$ cat src/rtl/hazard_pkg.sv
// Shared constants for the scoreboard hazard unit: operand use stages and stall causes.
package hazard_pkg;

   localparam logic [1:0] USE_ID   = 2'd0;
   localparam logic [1:0] USE_EX   = 2'd1;
   localparam logic [1:0] USE_MEM  = 2'd2;
   localparam logic [1:0] USE_NONE = 2'd3;

   localparam logic [1:0] CAUSE_NONE   = 2'd0;
   localparam logic [1:0] CAUSE_DATA   = 2'd1;
   localparam logic [1:0] CAUSE_BRANCH = 2'd2;

   // A source hazards while its producer needs more cycles than the consumer's stage offset.
   function automatic logic src_hazard(input logic [2:0] cnt, input logic [1:0] use_stage,
                                       input logic idx_nz);
      return (use_stage != USE_NONE) && idx_nz && (cnt > {1'b0, use_stage});
   endfunction

endpackage

$ cat src/rtl/scoreboard_hazard_unit_if.sv
// Decode-stage <-> hazard unit bundle; HAZARD_STATS_EN adds the stall statistics outputs.
interface scoreboard_hazard_unit_if #(
   parameter int unsigned NUM_REGS = 32
);
   localparam int unsigned REG_W = $clog2(NUM_REGS);

   logic             idValid;
   logic [REG_W-1:0] idRs;
   logic [REG_W-1:0] idRt;
   logic [1:0]       idUseRs;
   logic [1:0]       idUseRt;
   logic             idRegWrite;
   logic [REG_W-1:0] idWriteReg;
   logic             idIsLoad;
   logic             branchTaken;
   logic             pcHold;
   logic             ifidHold;
   logic             idexBubble;
   logic             ifidFlush;
   logic [1:0]       stallCause;
`ifdef HAZARD_STATS_EN
   logic [31:0]      stallCycles;
   logic [31:0]      branchStallCycles;
`endif

   modport master (
      output idValid, idRs, idRt, idUseRs, idUseRt, idRegWrite, idWriteReg, idIsLoad,
             branchTaken,
`ifdef HAZARD_STATS_EN
      input  stallCycles, branchStallCycles,
`endif
      input  pcHold, ifidHold, idexBubble, ifidFlush, stallCause
   );

   modport slave (
      input  idValid, idRs, idRt, idUseRs, idUseRt, idRegWrite, idWriteReg, idIsLoad,
             branchTaken,
`ifdef HAZARD_STATS_EN
      output stallCycles, branchStallCycles,
`endif
      output pcHold, ifidHold, idexBubble, ifidFlush, stallCause
   );

endinterface

$ cat src/rtl/hazard_scoreboard.sv
// Per-register countdown of cycles until an in-flight result is forwardable, two read ports.
module hazard_scoreboard #(
   parameter int unsigned NUM_REGS = 32,
   parameter int unsigned ALU_LAT  = 1,
   parameter int unsigned LOAD_LAT = 2,
   parameter int unsigned CNT_W    = 2,
   parameter int unsigned REG_W    = 5
) (
   input  logic             clk,
   input  logic             rst_n,
   input  logic             wr_en_i,
   input  logic [REG_W-1:0] wr_idx_i,
   input  logic             wr_load_i,
   input  logic [REG_W-1:0] rd_a_idx_i,
   input  logic [REG_W-1:0] rd_b_idx_i,
   output logic [CNT_W-1:0] rd_a_cnt_o,
   output logic [CNT_W-1:0] rd_b_cnt_o
);

   localparam logic [CNT_W-1:0] AluVal  = CNT_W'(ALU_LAT);
   localparam logic [CNT_W-1:0] LoadVal = CNT_W'(LOAD_LAT);

   logic [CNT_W-1:0] cnt_q [NUM_REGS];
   logic [CNT_W-1:0] cnt_d [NUM_REGS];
   logic [CNT_W-1:0] wr_val;

   assign wr_val = wr_load_i ? LoadVal : AluVal;

   always_comb begin
      for (int r = 0; r < NUM_REGS; r++) begin
         cnt_d[r] = (cnt_q[r] != '0) ? cnt_q[r] - CNT_W'(1) : '0;
         // Issue write wins over the decrement and replaces any pending value (WAW).
         if (wr_en_i && (wr_idx_i == REG_W'(r))) begin
            cnt_d[r] = wr_val;
         end
      end
      cnt_d[0] = '0;
   end

   always_ff @(posedge clk or negedge rst_n) begin
      if (!rst_n) begin
         for (int r = 0; r < NUM_REGS; r++) begin
            cnt_q[r] <= '0;
         end
      end else begin
         cnt_q <= cnt_d;
      end
   end

   assign rd_a_cnt_o = cnt_q[rd_a_idx_i];
   assign rd_b_cnt_o = cnt_q[rd_b_idx_i];

endmodule

$ cat src/rtl/scoreboard_hazard_unit.sv
// Decode-side hazard unit: stall/flush decisions from the register scoreboard.
// Optional stall statistics outputs are built when HAZARD_STATS_EN is defined.
module scoreboard_hazard_unit
   import hazard_pkg::*;
#(
   parameter int unsigned NUM_REGS = 32,
   parameter int unsigned ALU_LAT  = 1,
   parameter int unsigned LOAD_LAT = 2
) (
   input  logic                     clk,
   input  logic                     rst_n,
   scoreboard_hazard_unit_if.slave  bus
);

   localparam int unsigned REG_W = $clog2(NUM_REGS);
   localparam int unsigned CNT_W = $clog2(LOAD_LAT + 1);

   logic [CNT_W-1:0] cnt_rs;
   logic [CNT_W-1:0] cnt_rt;
   logic             haz_rs;
   logic             haz_rt;
   logic             branch_haz;
   logic             stall;
   logic             issue;

   hazard_scoreboard #(
      .NUM_REGS (NUM_REGS),
      .ALU_LAT  (ALU_LAT),
      .LOAD_LAT (LOAD_LAT),
      .CNT_W    (CNT_W),
      .REG_W    (REG_W)
   ) u_scoreboard (
      .clk        (clk),
      .rst_n      (rst_n),
      .wr_en_i    (issue && bus.idRegWrite && (bus.idWriteReg != '0)),
      .wr_idx_i   (bus.idWriteReg),
      .wr_load_i  (bus.idIsLoad),
      .rd_a_idx_i (bus.idRs),
      .rd_b_idx_i (bus.idRt),
      .rd_a_cnt_o (cnt_rs),
      .rd_b_cnt_o (cnt_rt)
   );

   assign haz_rs     = src_hazard(3'(cnt_rs), bus.idUseRs, bus.idRs != '0);
   assign haz_rt     = src_hazard(3'(cnt_rt), bus.idUseRt, bus.idRt != '0);
   assign branch_haz = (haz_rs && (bus.idUseRs == USE_ID)) || (haz_rt && (bus.idUseRt == USE_ID));

   // Outputs are forced low while reset is asserted so a held stall releases at once.
   assign stall = rst_n && bus.idValid && (haz_rs || haz_rt);
   assign issue = bus.idValid && !stall;

   assign bus.pcHold     = stall;
   assign bus.ifidHold   = stall;
   assign bus.idexBubble = stall;
   assign bus.ifidFlush  = rst_n && bus.branchTaken && !stall;
   assign bus.stallCause = !stall     ? CAUSE_NONE :
                           branch_haz ? CAUSE_BRANCH : CAUSE_DATA;

`ifdef HAZARD_STATS_EN
   logic [31:0] stall_cnt_q;
   logic [31:0] br_cnt_q;

   always_ff @(posedge clk or negedge rst_n) begin
      if (!rst_n) begin
         stall_cnt_q <= '0;
         br_cnt_q    <= '0;
      end else begin
         if (stall && !(&stall_cnt_q)) begin
            stall_cnt_q <= stall_cnt_q + 32'd1;
         end
         if ((bus.stallCause == CAUSE_BRANCH) && !(&br_cnt_q)) begin
            br_cnt_q <= br_cnt_q + 32'd1;
         end
      end
   end

   assign bus.stallCycles       = stall_cnt_q;
   assign bus.branchStallCycles = br_cnt_q;
`endif

endmodule

$ cat src/flat_wrapper.sv
// flat-port wrapper written by rule: the top's interface ports become plain ports
module scoreboard_hazard_unit_flat import hazard_pkg::*;
#(
   parameter int unsigned NUM_REGS = 32,
   parameter int unsigned ALU_LAT  = 1,
   parameter int unsigned LOAD_LAT = 2
)
  (clk, rst_n, bus_idValid, bus_idRs, bus_idRt, bus_idUseRs, bus_idUseRt, bus_idRegWrite, bus_idWriteReg, bus_idIsLoad, bus_branchTaken, bus_pcHold, bus_ifidHold, bus_idexBubble, bus_ifidFlush, bus_stallCause);
  scoreboard_hazard_unit_if #(.NUM_REGS(NUM_REGS)) bus_i ();
  input  logic clk;
  input  logic rst_n;
  input wire logic [$bits(bus_i.idValid)-1:0] bus_idValid;
  input wire logic [$bits(bus_i.idRs)-1:0] bus_idRs;
  input wire logic [$bits(bus_i.idRt)-1:0] bus_idRt;
  input wire logic [$bits(bus_i.idUseRs)-1:0] bus_idUseRs;
  input wire logic [$bits(bus_i.idUseRt)-1:0] bus_idUseRt;
  input wire logic [$bits(bus_i.idRegWrite)-1:0] bus_idRegWrite;
  input wire logic [$bits(bus_i.idWriteReg)-1:0] bus_idWriteReg;
  input wire logic [$bits(bus_i.idIsLoad)-1:0] bus_idIsLoad;
  input wire logic [$bits(bus_i.branchTaken)-1:0] bus_branchTaken;
  output wire logic [$bits(bus_i.pcHold)-1:0] bus_pcHold;
  output wire logic [$bits(bus_i.ifidHold)-1:0] bus_ifidHold;
  output wire logic [$bits(bus_i.idexBubble)-1:0] bus_idexBubble;
  output wire logic [$bits(bus_i.ifidFlush)-1:0] bus_ifidFlush;
  output wire logic [$bits(bus_i.stallCause)-1:0] bus_stallCause;
  assign bus_i.idValid = bus_idValid;
  assign bus_i.idRs = bus_idRs;
  assign bus_i.idRt = bus_idRt;
  assign bus_i.idUseRs = bus_idUseRs;
  assign bus_i.idUseRt = bus_idUseRt;
  assign bus_i.idRegWrite = bus_idRegWrite;
  assign bus_i.idWriteReg = bus_idWriteReg;
  assign bus_i.idIsLoad = bus_idIsLoad;
  assign bus_i.branchTaken = bus_branchTaken;
  assign bus_pcHold = bus_i.pcHold;
  assign bus_ifidHold = bus_i.ifidHold;
  assign bus_idexBubble = bus_i.idexBubble;
  assign bus_ifidFlush = bus_i.ifidFlush;
  assign bus_stallCause = bus_i.stallCause;
  scoreboard_hazard_unit #(.NUM_REGS(NUM_REGS), .ALU_LAT(ALU_LAT), .LOAD_LAT(LOAD_LAT)) u_core (.clk(clk), .rst_n(rst_n), .bus(bus_i));
endmodule
$ cat config.mk
export PLATFORM = sky130hd
export DESIGN_NAME = scoreboard_hazard_unit_flat
export DESIGN_NICKNAME = d
export VERILOG_FILES = /design/src/rtl/hazard_pkg.sv /design/src/rtl/scoreboard_hazard_unit_if.sv /design/src/rtl/hazard_scoreboard.sv /design/src/rtl/scoreboard_hazard_unit.sv /design/src/flat_wrapper.sv
export SDC_FILE = /design/constraint.sdc
export NUM_CORES = 1
export LEC_CHECK = 0
export BUFFER_PORTS_ARGS = -buffer_cell sky130_fd_sc_hd__buf_2
export CAP_MARGIN = 20
export CORE_ASPECT_RATIO = 1.5
export CORE_MARGIN = 2
export CORE_UTILIZATION = 30
export DETAILED_ROUTE_END_ITERATION = 8
export GPL_TIMING_DRIVEN = 1
export HOLD_SLACK_MARGIN = 0.08
export PLACE_DENSITY = 0.47
export SLEW_MARGIN = 20
export SYNTH_ARGS = -nofsm -noshare
export SYNTH_HDL_FRONTEND = slang
export SYNTH_SLANG_ARGS = --single-unit
$ cat constraint.sdc
create_clock -name clk -period 4.6 [get_ports clk]
set_clock_uncertainty 0.2 [all_clocks]
set_input_delay 0.69 -clock clk [delete_from_list [all_inputs] [get_ports clk]]
set_output_delay 0.69 -clock clk [all_outputs]
set_load 0.02 [all_outputs]
==> flow_summary.ini, run 1 <==
[outcome]
status = completed

[synth]
synthMuxAreaShare_pct = 31.7
synth_area_per_cell_sq_um = 10.9
synth_top_flop_cell = dfrtp_1
ys_seq_elements = 62
synth_area_sq_um = 4420
synthesis.nets = 436
synthXorXnorAreaFrac_pct = 0
ys_seq_area_share_pct = 35.1
synth-edff-count = 0
yosys_warnings = 0
syn_inst = 407
yosys.area_share.simple_pct = 15.3
ys_top_cells_by_area = dfrtp_1, mux2i_1, mux4_2
synth_top_family_by_area = multiplexers
synth-adder-area-share_pct = 1.13
ys_types = 44
synth_compound_area_share_pct = 12.4
yosysTopAreaCellShare_pct = 35.1
synthArstFlopShare_pct = 100
yosys.area.top_type = dfrtp_1

[detailed_routing]
wirelength_mm = 12.4
remaining_drc_errors = 0
dr.pass1.iters = 7
via_count = 3285
detail-route-antenna-nets = 0
drt-initial-drc-count = 160
via_per_inst = 5.21
routedWlPerCell_microns = 19.7

[floorplanning]
dieWidth_microns = 103
placementRows = 54
io_pins = 31
die_area_sq_um = 15700
start_util_pct = 30.6
coreArea_sq_um = 14500
dieHeight_microns = 153

[cts]
path_clk_slew_ns = 0.05
cts_buffer_depth = 2
insertion_delay_ns = 0.33
cts_tree = built
root_buffer = clkbuf_16
cts_setup_buffers = 0
htreeDepth = 3
clock-sinks = 62
numCtsBuffers = 9

[sta]
final.setup.tns_ns = 0
hold_viol = 0
worst_pin_slew_ns = 0.740
fmax_ghz = 0.225
rsz0062_at_grt = false
drv_slew = 0
post-route-period-util_pct = 96.5
worst_slack_ns = 0.161
relSlewSlack_pct = 50.6
final.min_clock_period_ns = 4.44
finalSetupViolations = 0

[finish]
final_common_cell = mux2i_1
syn_to_final_growth_pct = 15.3
largest_register_ffs = 62
top_regs = u_core.u_scoreboard.cnt_q (62)
antenna_cells = 0
fin_cells = 631
drive_gt1_share_pct = 29.7
nNetsFinal = 460
design_area_sq_um = 5100
n_fill_cell = 1512
register_area_sq_um = 1550
top_register = u_core.u_scoreboard.cnt_q
final_cell_mix = mux2i_1, nand2_1, dfrtp_1
multi_input_area_sq_um = 2700

[grt]
gr-usage-met2_pct = 30.4
overflow = 0
grt_usage_pct = 16.8
use_met1_pct = 18.8
grt_max_degree = 38
busiest_layer = met2
grt_pass1_wl_mm = 19.7
met3_usage_pct = 2.75
antenna_found_initial = 0
grt_pass1_vias = 3592

[place]
hpwl_mm = 9.19
post_dp_cell_area_sq_um = 4780
place.port_buffers = 30
gp_congestion = 0.838
place_ws_ns = 0.117
place_inst = 616

[setup_path]
crit_chain = buf_2, buf_12, mux4_2, mux2i_1, nand2_1, o31ai_2, o21ai_0, ha_1, a22oi_1, o21ai_1, o22ai_4, nand2_1, and3_1, buf_2
max_stage_delay_ns = 0.50
required_ns = 3.71
cp_slowest_cell = mux4_2
critical_path_arrival_ns = 3.55
cp-end-kind = output port
crit_type = input pin to output port
critical-path-top-delay-family = multiplexers
crit_path_start_kind = input pin
critPathBufInv = 3
crit_fanout = 16

[power]
power_density_nw_per_um2 = 284
leakage_nw = 1.95
ir_drop_v = 0.000210

[min_path]
hp-class = input pin to async pin

[flow_run]
max-cap-violations = 0
## stage by stage
stage	hold WS, ns	utilization (%)	power, mW
after floorplan	0.194	-	0.691
after global placement	0.347	33.1	0.753
after detailed placement	0.360	33.1	0.755
after CTS	0.222	35.2	1.47
after global routing	0.236	35.3	1.51
final	0.199	35.3	1.45
## logic make-up (layout without fill, tap and decap cells)
family,count (synthesis),in the layout
buffers and inverters,38,66
DFF,62,62
muxes,109,109
adders and majority gates,4,4
and+or+nand+nor,136,136
AOI/OAI and AO/OA,58,58
## layout make-up
class	instances	area share, %
Tap cell	196	4.81
Timing Repair Buffer	44	5.25
Multi-Input combinational cell	307	52.9
Clock buffer	12	5.23
Inverter	7	0.515
Clock inverter	3	0.835
Sequential cell	62	30.4
## cell usage after synthesis, types with 6 or more instances
library cell  count
a22oi_1           6
nand2b_1         35
a21oi_1           7
nor2_1            9
mux2_2            9
dfrtp_1          62
clkbuf_1         13
mux4_2           24
nand2_1          67
buf_2             7
mux2i_1          76
a21oi_2          19
inv_1             7
## metal layers
metal | routed length (microns) | up-vias
li1 | - | 1521
met1 | 4880 | 1687
met2 | 6950 | 56
met3 | 273 | 21
met4 | 326 | 0
met5 | 0 | -
## worst register-to-register path, cell delays in order, from the launching register on
cell and delay [ns]:
dfrtp_1 0.46, mux4_2 0.49, mux2_2 0.30, o211ai_1 0.15
o21ai_0 0.13, ha_1 0.31, nor2b_1 0.13, o21ai_1 0.24
o22ai_4 0.11, buf_4 0.23, a2111oi_2 0.60, mux2i_1 0.24
## worst paths after layout
path / from / to / slack [ns] / cells past startpoint
worst max register to register: u_core.u_scoreboard.cnt_q[5] / u_core.u_scoreboard.cnt_q[34] / 0.92 / 11
max in group asynchronous: rst_n / u_core.u_scoreboard.cnt_q[26] / 3.14 / 3
worst min-delay path: rst_n / u_core.u_scoreboard.cnt_q[1] / 0.20 / 2
worst min register to register: u_core.u_scoreboard.cnt_q[13] / u_core.u_scoreboard.cnt_q[13] / 0.36 / 2
min in group clk: u_core.u_scoreboard.cnt_q[13] / u_core.u_scoreboard.cnt_q[13] / 0.36 / 2
worst max-delay path: bus_idRs[0] / bus_ifidFlush / 0.16 / 14
## power breakdown
group	internal, mW	switching, mW
Sequential	0.548	0.00313
Clock	0.460	0.248
Combinational	0.0606	0.130
## timing repair
item	CTS	global route
gates resized for setup	0	2
hold buffers	0	0
setup endpoints to repair	0	2
Power figures use the tool's default switching activity.
==> run 2, diff against run 1 <==
--- a/config.mk
+++ b/config.mk
@@ -13,7 +13,8 @@
 export DETAILED_ROUTE_END_ITERATION = 8
 export GPL_TIMING_DRIVEN = 1
 export HOLD_SLACK_MARGIN = 0.08
-export PLACE_DENSITY = 0.47
+export MAX_ROUTING_LAYER = met4
+export PLACE_DENSITY = 0.45
 export SLEW_MARGIN = 20
 export SYNTH_ARGS = -nofsm -noshare
 export SYNTH_HDL_FRONTEND = slang
==> constraint.sdc (replaced) <==
create_clock -name clk -period 5.2 [get_ports clk]
set_clock_uncertainty 0.2 [all_clocks]
set_input_delay 0.78 -clock clk [delete_from_list [all_inputs] [get_ports clk]]
set_output_delay 0.78 -clock clk [all_outputs]
set_load 0.02 [all_outputs]
==> run 2 against run 1 <==
Against the previous run:
- die area unchanged
- highest routed layer unchanged
- largest power group unchanged
- flip-flop and latch count unchanged
- final cell count decreased by 1.3%
- global-route usage increased by 0.27 points
==> flow_summary.ini, run 2 (synthesis gave the netlist of run 1 again) <==
[power]
p_total_mw = 1.26
leakage_nw = 1.90
power_density_nw_per_um2 = 252
ir_drop_v = 0.000169

[finish]
register_area_sq_um = 1550
largest_register_ffs = 62
antenna_cells = 0
multi_input_area_sq_um = 2680
nNetsFinal = 451
final_cell_mix = mux2i_1, nand2_1, dfrtp_1
syn_to_final_growth_pct = 13.2
final_common_cell = mux2i_1
top_regs = u_core.u_scoreboard.cnt_q (62)
drive_gt1_share_pct = 27.2
top_register = u_core.u_scoreboard.cnt_q
n_fill_cell = 1512

[sta]
hold_slack_ns = 0.252
drv_slew = 0
final.setup.tns_ns = 0
final.min_clock_period_ns = 4.81
hold_viol = 0
fmax_ghz = 0.208
relSlewSlack_pct = 47.8
worst_pin_slew_ns = 0.779
post-route-period-util_pct = 92.4
rsz0062_at_grt = false
finalSetupViolations = 0

[floorplanning]
dieWidth_microns = 103
dieHeight_microns = 153
die_area_sq_um = 15700
io_pins = 31
start_util_pct = 30.6
coreArea_sq_um = 14500
placementRows = 54

[cts]
cts_tree = built
cts_hold_buf = 0
numCtsBuffers = 9
ctsResizeCount = 0
path_clk_slew_ns = 0.05
cts_setup_buffers = 0
insertion_delay_ns = 0.33
cts_buffer_depth = 2
root_buffer = clkbuf_16
htreeDepth = 3
clock-sinks = 62

[detailed_routing]
dr.pass1.iters = 4
routedWlPerCell_microns = 19.8
drt-initial-drc-count = 152
via_count = 3225
via_per_inst = 5.18
remaining_drc_errors = 0
wirelength_mm = 12.4
detail-route-antenna-nets = 0

[place]
hpwl_mm = 8.81
place.port_buffers = 30
gp_congestion = 0.813

[grt]
grt_pass1_wl_mm = 19.2
antenna_found_initial = 0
grt_max_degree = 37
overflow = 0
grt_usage_pct = 17.1
grt_pass1_vias = 3385

[setup_path]
cp-end-kind = output port
crit_type = input pin to output port
required_ns = 4.22
crit_fanout = 20
critical_path_arrival_ns = 3.83
crit_path_start_kind = input pin

[flow_run]
max-cap-violations = 0

[min_path]
hp-class = input pin to async pin

[outcome]
status = completed
## run 2: worst max-delay path, stage by stage
cell,delay (ns)
buf_2,0.53
mux4_2,0.59
mux2_2,0.28
o211ai_1,0.15
o21ai_0,0.11
ha_1,0.30
nor2b_1,0.13
o21ai_0,0.35
o22ai_4,0.13
nand2_1,0.14
and3_1,0.17
buf_2,0.16
## run 2: metal layers
layer / global-route usage (%) / wire (microns) / up-vias
met3: 2.71 / 409 / 20
met1: 19.2 / 4810 / 1644
li1: - / - / 1499
met2: 29.4 / 6760 / 62
met5: - / 0 / -
met4: 7.21 / 382 / 0
## run 2: path summary, 6_finish.rpt
path	slack (ns)	start	cells past startpoint	endpoint
max	0.39	bus_idRs[0]	12	bus_ifidFlush
min	0.25	rst_n	2	u_core.u_scoreboard.cnt_q[16]
max reg2reg	1.47	u_core.u_scoreboard.cnt_q[5]	11	u_core.u_scoreboard.cnt_q[23]
min reg2reg	0.37	u_core.u_scoreboard.cnt_q[59]	2	u_core.u_scoreboard.cnt_q[59]
max in group asynchronous	3.69	rst_n	3	u_core.u_scoreboard.cnt_q[25]
min in group clk	0.37	u_core.u_scoreboard.cnt_q[59]	2	u_core.u_scoreboard.cnt_q[59]
## run 2: power by group
part           switching (mW)  internal, mW
logic                   0.114        0.0489
registers             0.00254         0.485
clock network           0.234         0.374
## run 2: per-stage QoR
step	std cells	util (%)	setup WS, ns	instance area [sq um]
floorplan	407	-	0.0415	4420
global placement	607	32.5	0.415	4700
detailed placement	607	32.5	0.383	4700
CTS	623	34.6	0.361	5000
global route	623	34.6	0.148	5000
finish	623	34.6	0.394	5000
## run 2: cell type report
type / count / area share, %
well taps: 196 / 4.90
flip-flops and latches: 62 / 31.0
clock buffers: 10 / 4.58
repair buffers: 35 / 4.00
clock inverters: 6 / 1.45
inverters: 7 / 0.525
multi-input cells: 307 / 53.5
==> run 3, diff against run 2 <==
--- a/config.mk
+++ b/config.mk
@@ -8,7 +8,6 @@
 export BUFFER_PORTS_ARGS = -buffer_cell sky130_fd_sc_hd__buf_2
 export CAP_MARGIN = 20
 export CORE_ASPECT_RATIO = 1.5
-export CORE_MARGIN = 2
 export CORE_UTILIZATION = 30
 export DETAILED_ROUTE_END_ITERATION = 8
 export GPL_TIMING_DRIVEN = 1
==> run 3 against run 2 <==
Against the previous run:
- global-route usage rose by 0.58 points
- the run now ends with design-rule violations left
- total power rose by 1.6%
- combinational power barely moved
- clock-buffer cell count rose by 1
- critical path depth did not move
- register-to-register slack improved by 0.06 ns
- highest routed layer unchanged
- clock power rose by 3%
- hold slack improved by 0.10 ns
- routed wire length fell by 1.4%
- first-iteration DRC count fell by 4.6%
- setup slack got worse by 0.018 ns
- largest cell class unchanged
==> flow_summary.ini, run 3 (synthesis gave the netlist of run 1 again) <==
[sta]
final.setup.tns_ns = 0
post-route-period-util_pct = 92.8
rsz0062_at_grt = false
final.min_clock_period_ns = 4.82
hold_viol = 0
drv_slew = 0
fmax_ghz = 0.207
finalSetupViolations = 0
worst_pin_slew_ns = 0.841
relSlewSlack_pct = 43.9
hold_slack_ns = 0.356

[finish]
nNetsFinal = 451
design_area_sq_um = 5010
final_cell_mix = mux2i_1, nand2_1, dfrtp_1
drive_gt1_share_pct = 26.8
top_regs = u_core.u_scoreboard.cnt_q (62)
final_common_cell = mux2i_1
syn_to_final_growth_pct = 13.2
largest_register_ffs = 62
fin_cells = 622
top_register = u_core.u_scoreboard.cnt_q
antenna_cells = 0

[place]
place.port_buffers = 30
post_dp_cell_area_sq_um = 4700
place_inst = 607
hpwl_mm = 8.61
gp_congestion = 0.743

[floorplanning]
placementRows = 54
dieHeight_microns = 151
io_pins = 31
die_area_sq_um = 15200
coreArea_sq_um = 14500
start_util_pct = 30.6
dieWidth_microns = 101

[outcome]
status = finished, violations left
violations = design-rule violations

[setup_path]
crit_path_start_kind = input pin
crit_type = input pin to output port
r2r_setup_slack_ns = 1.53
r2r_end = u_core.u_scoreboard.cnt_q[4]
cp-end-kind = output port
required_ns = 4.22
r2r-start = u_core.u_scoreboard.cnt_q[7]
critical_path_arrival_ns = 3.84
rr_worst_depth = 11
crit_fanout = 20

[cts]
numCtsBuffers = 9
cts_tree = built
clock-sinks = 62
insertion_delay_ns = 0.33
htreeDepth = 3
path_clk_slew_ns = 0.05
cts_setup_buffers = 0
ctsResizeCount = 0
cts_buffer_depth = 2
cts_hold_buf = 0
root_buffer = clkbuf_16

[grt]
grt_pass1_vias = 3377
overflow = 0
grt_max_degree = 64
antenna_found_initial = 1
grt_pass1_wl_mm = 18.9
grt_usage_pct = 17.7

[detailed_routing]
via_count = 3238
drt-initial-drc-count = 145
via_per_inst = 5.21
detail-route-antenna-nets = 0
wirelength_mm = 12.2
dr.pass1.iters = 6
routedWlPerCell_microns = 19.6
remaining_drc_errors = 1

[min_path]
hp-class = flip-flop to flip-flop
min-delay-start = u_core.u_scoreboard.cnt_q[14]
hold_end = u_core.u_scoreboard.cnt_q[15]
whs_path_depth = 2

[power]
p_clk_share_pct = 49.1
power_frac_seq_pct = 38.1
switching_share_pct = 25.7
p_switching_mw = 0.329
power_density_nw_per_um2 = 255
ir_drop_v = 0.000151
leakage_nw = 1.91
p_int_mw = 0.950
p_comb_share_pct = 12.7

[flow_run]
max-cap-violations = 0
[run 3: cell types whose count changed in the layout (fill, tap and decap cells not counted), sizes merged]
cell	delta
clkinv	-3
bufinv	+1
clkbuf	+1
[run 3: worst max-delay path: stages]
cell and delay (ns):
buf_2 0.53, mux4_2 0.59, mux2_2 0.28, o211ai_1 0.16, o21ai_0 0.13, ha_1 0.30, nor2b_1 0.13, o21ai_0 0.35
o22ai_4 0.13, nand2_1 0.14, and3_1 0.16, buf_2 0.16
[run 3: worst max path at each step]
| stage | depth (start not counted) | endpoint | start | slack, ns |
|---|---|---|---|---|
| after CTS | 12 | bus_ifidFlush | bus_idRs[0] | 0.33 |
| after global routing | 12 | bus_stallCause[0] | bus_idRs[0] | 0.13 |
| final | 12 | bus_ifidFlush | bus_idRs[0] | 0.38 |
| after detailed placement | 12 | bus_ifidFlush | bus_idRs[0] | 0.37 |
| after global placement | 12 | bus_ifidFlush | bus_idRs[0] | 0.37 |
| after floorplan | 14 | bus_stallCause[0] | bus_idRt[0] | 0.04 |
[run 3: area by class of cell]
class                   count  area [sq um]
repair buffers             35           200
inverters                   7          26.3
clock buffers              11           233
multi-input cells         307          2680
clock inverters             4          72.6
well taps                 196           245
fillers                  1520          9450
flip-flops and latches     62          1550
[run 3: per-stage QoR]
| step | worst slack (ns) | utilization, % | power (mW) |
|---|---|---|---|
| 6_report | 0.376 | 34.6 | 1.28 |
| 5_1_grt | 0.126 | 34.6 | 1.33 |
| 4_1_cts | 0.333 | 34.6 | 1.30 |
| 3_5_place_dp | 0.366 | 32.5 | 0.662 |
| 3_3_place_gp | 0.372 | 32.5 | 0.660 |
| 2_1_floorplan | 0.0415 | - | 0.608 |
[run 3: metal layers]
layer  wire length [microns]  vias to the layer above  track usage, %
li1                        -                     1511               -
met5                       0                        -               -
met4                     361                        0            7.83
met2                    6820                       57            31.9
met3                     253                       24            2.69
met1                    4760                     1646            18.8
[run 3: power by group through the flow]
stage / clock network, mW / registers (mW) / logic, mW
after floorplan: 0 / 0.495 / 0.113
after global placement: 0 / 0.496 / 0.164
after detailed placement: 0 / 0.496 / 0.166
after CTS: 0.645 / 0.487 / 0.166
after global routing: 0.665 / 0.488 / 0.177
final: 0.628 / 0.488 / 0.163
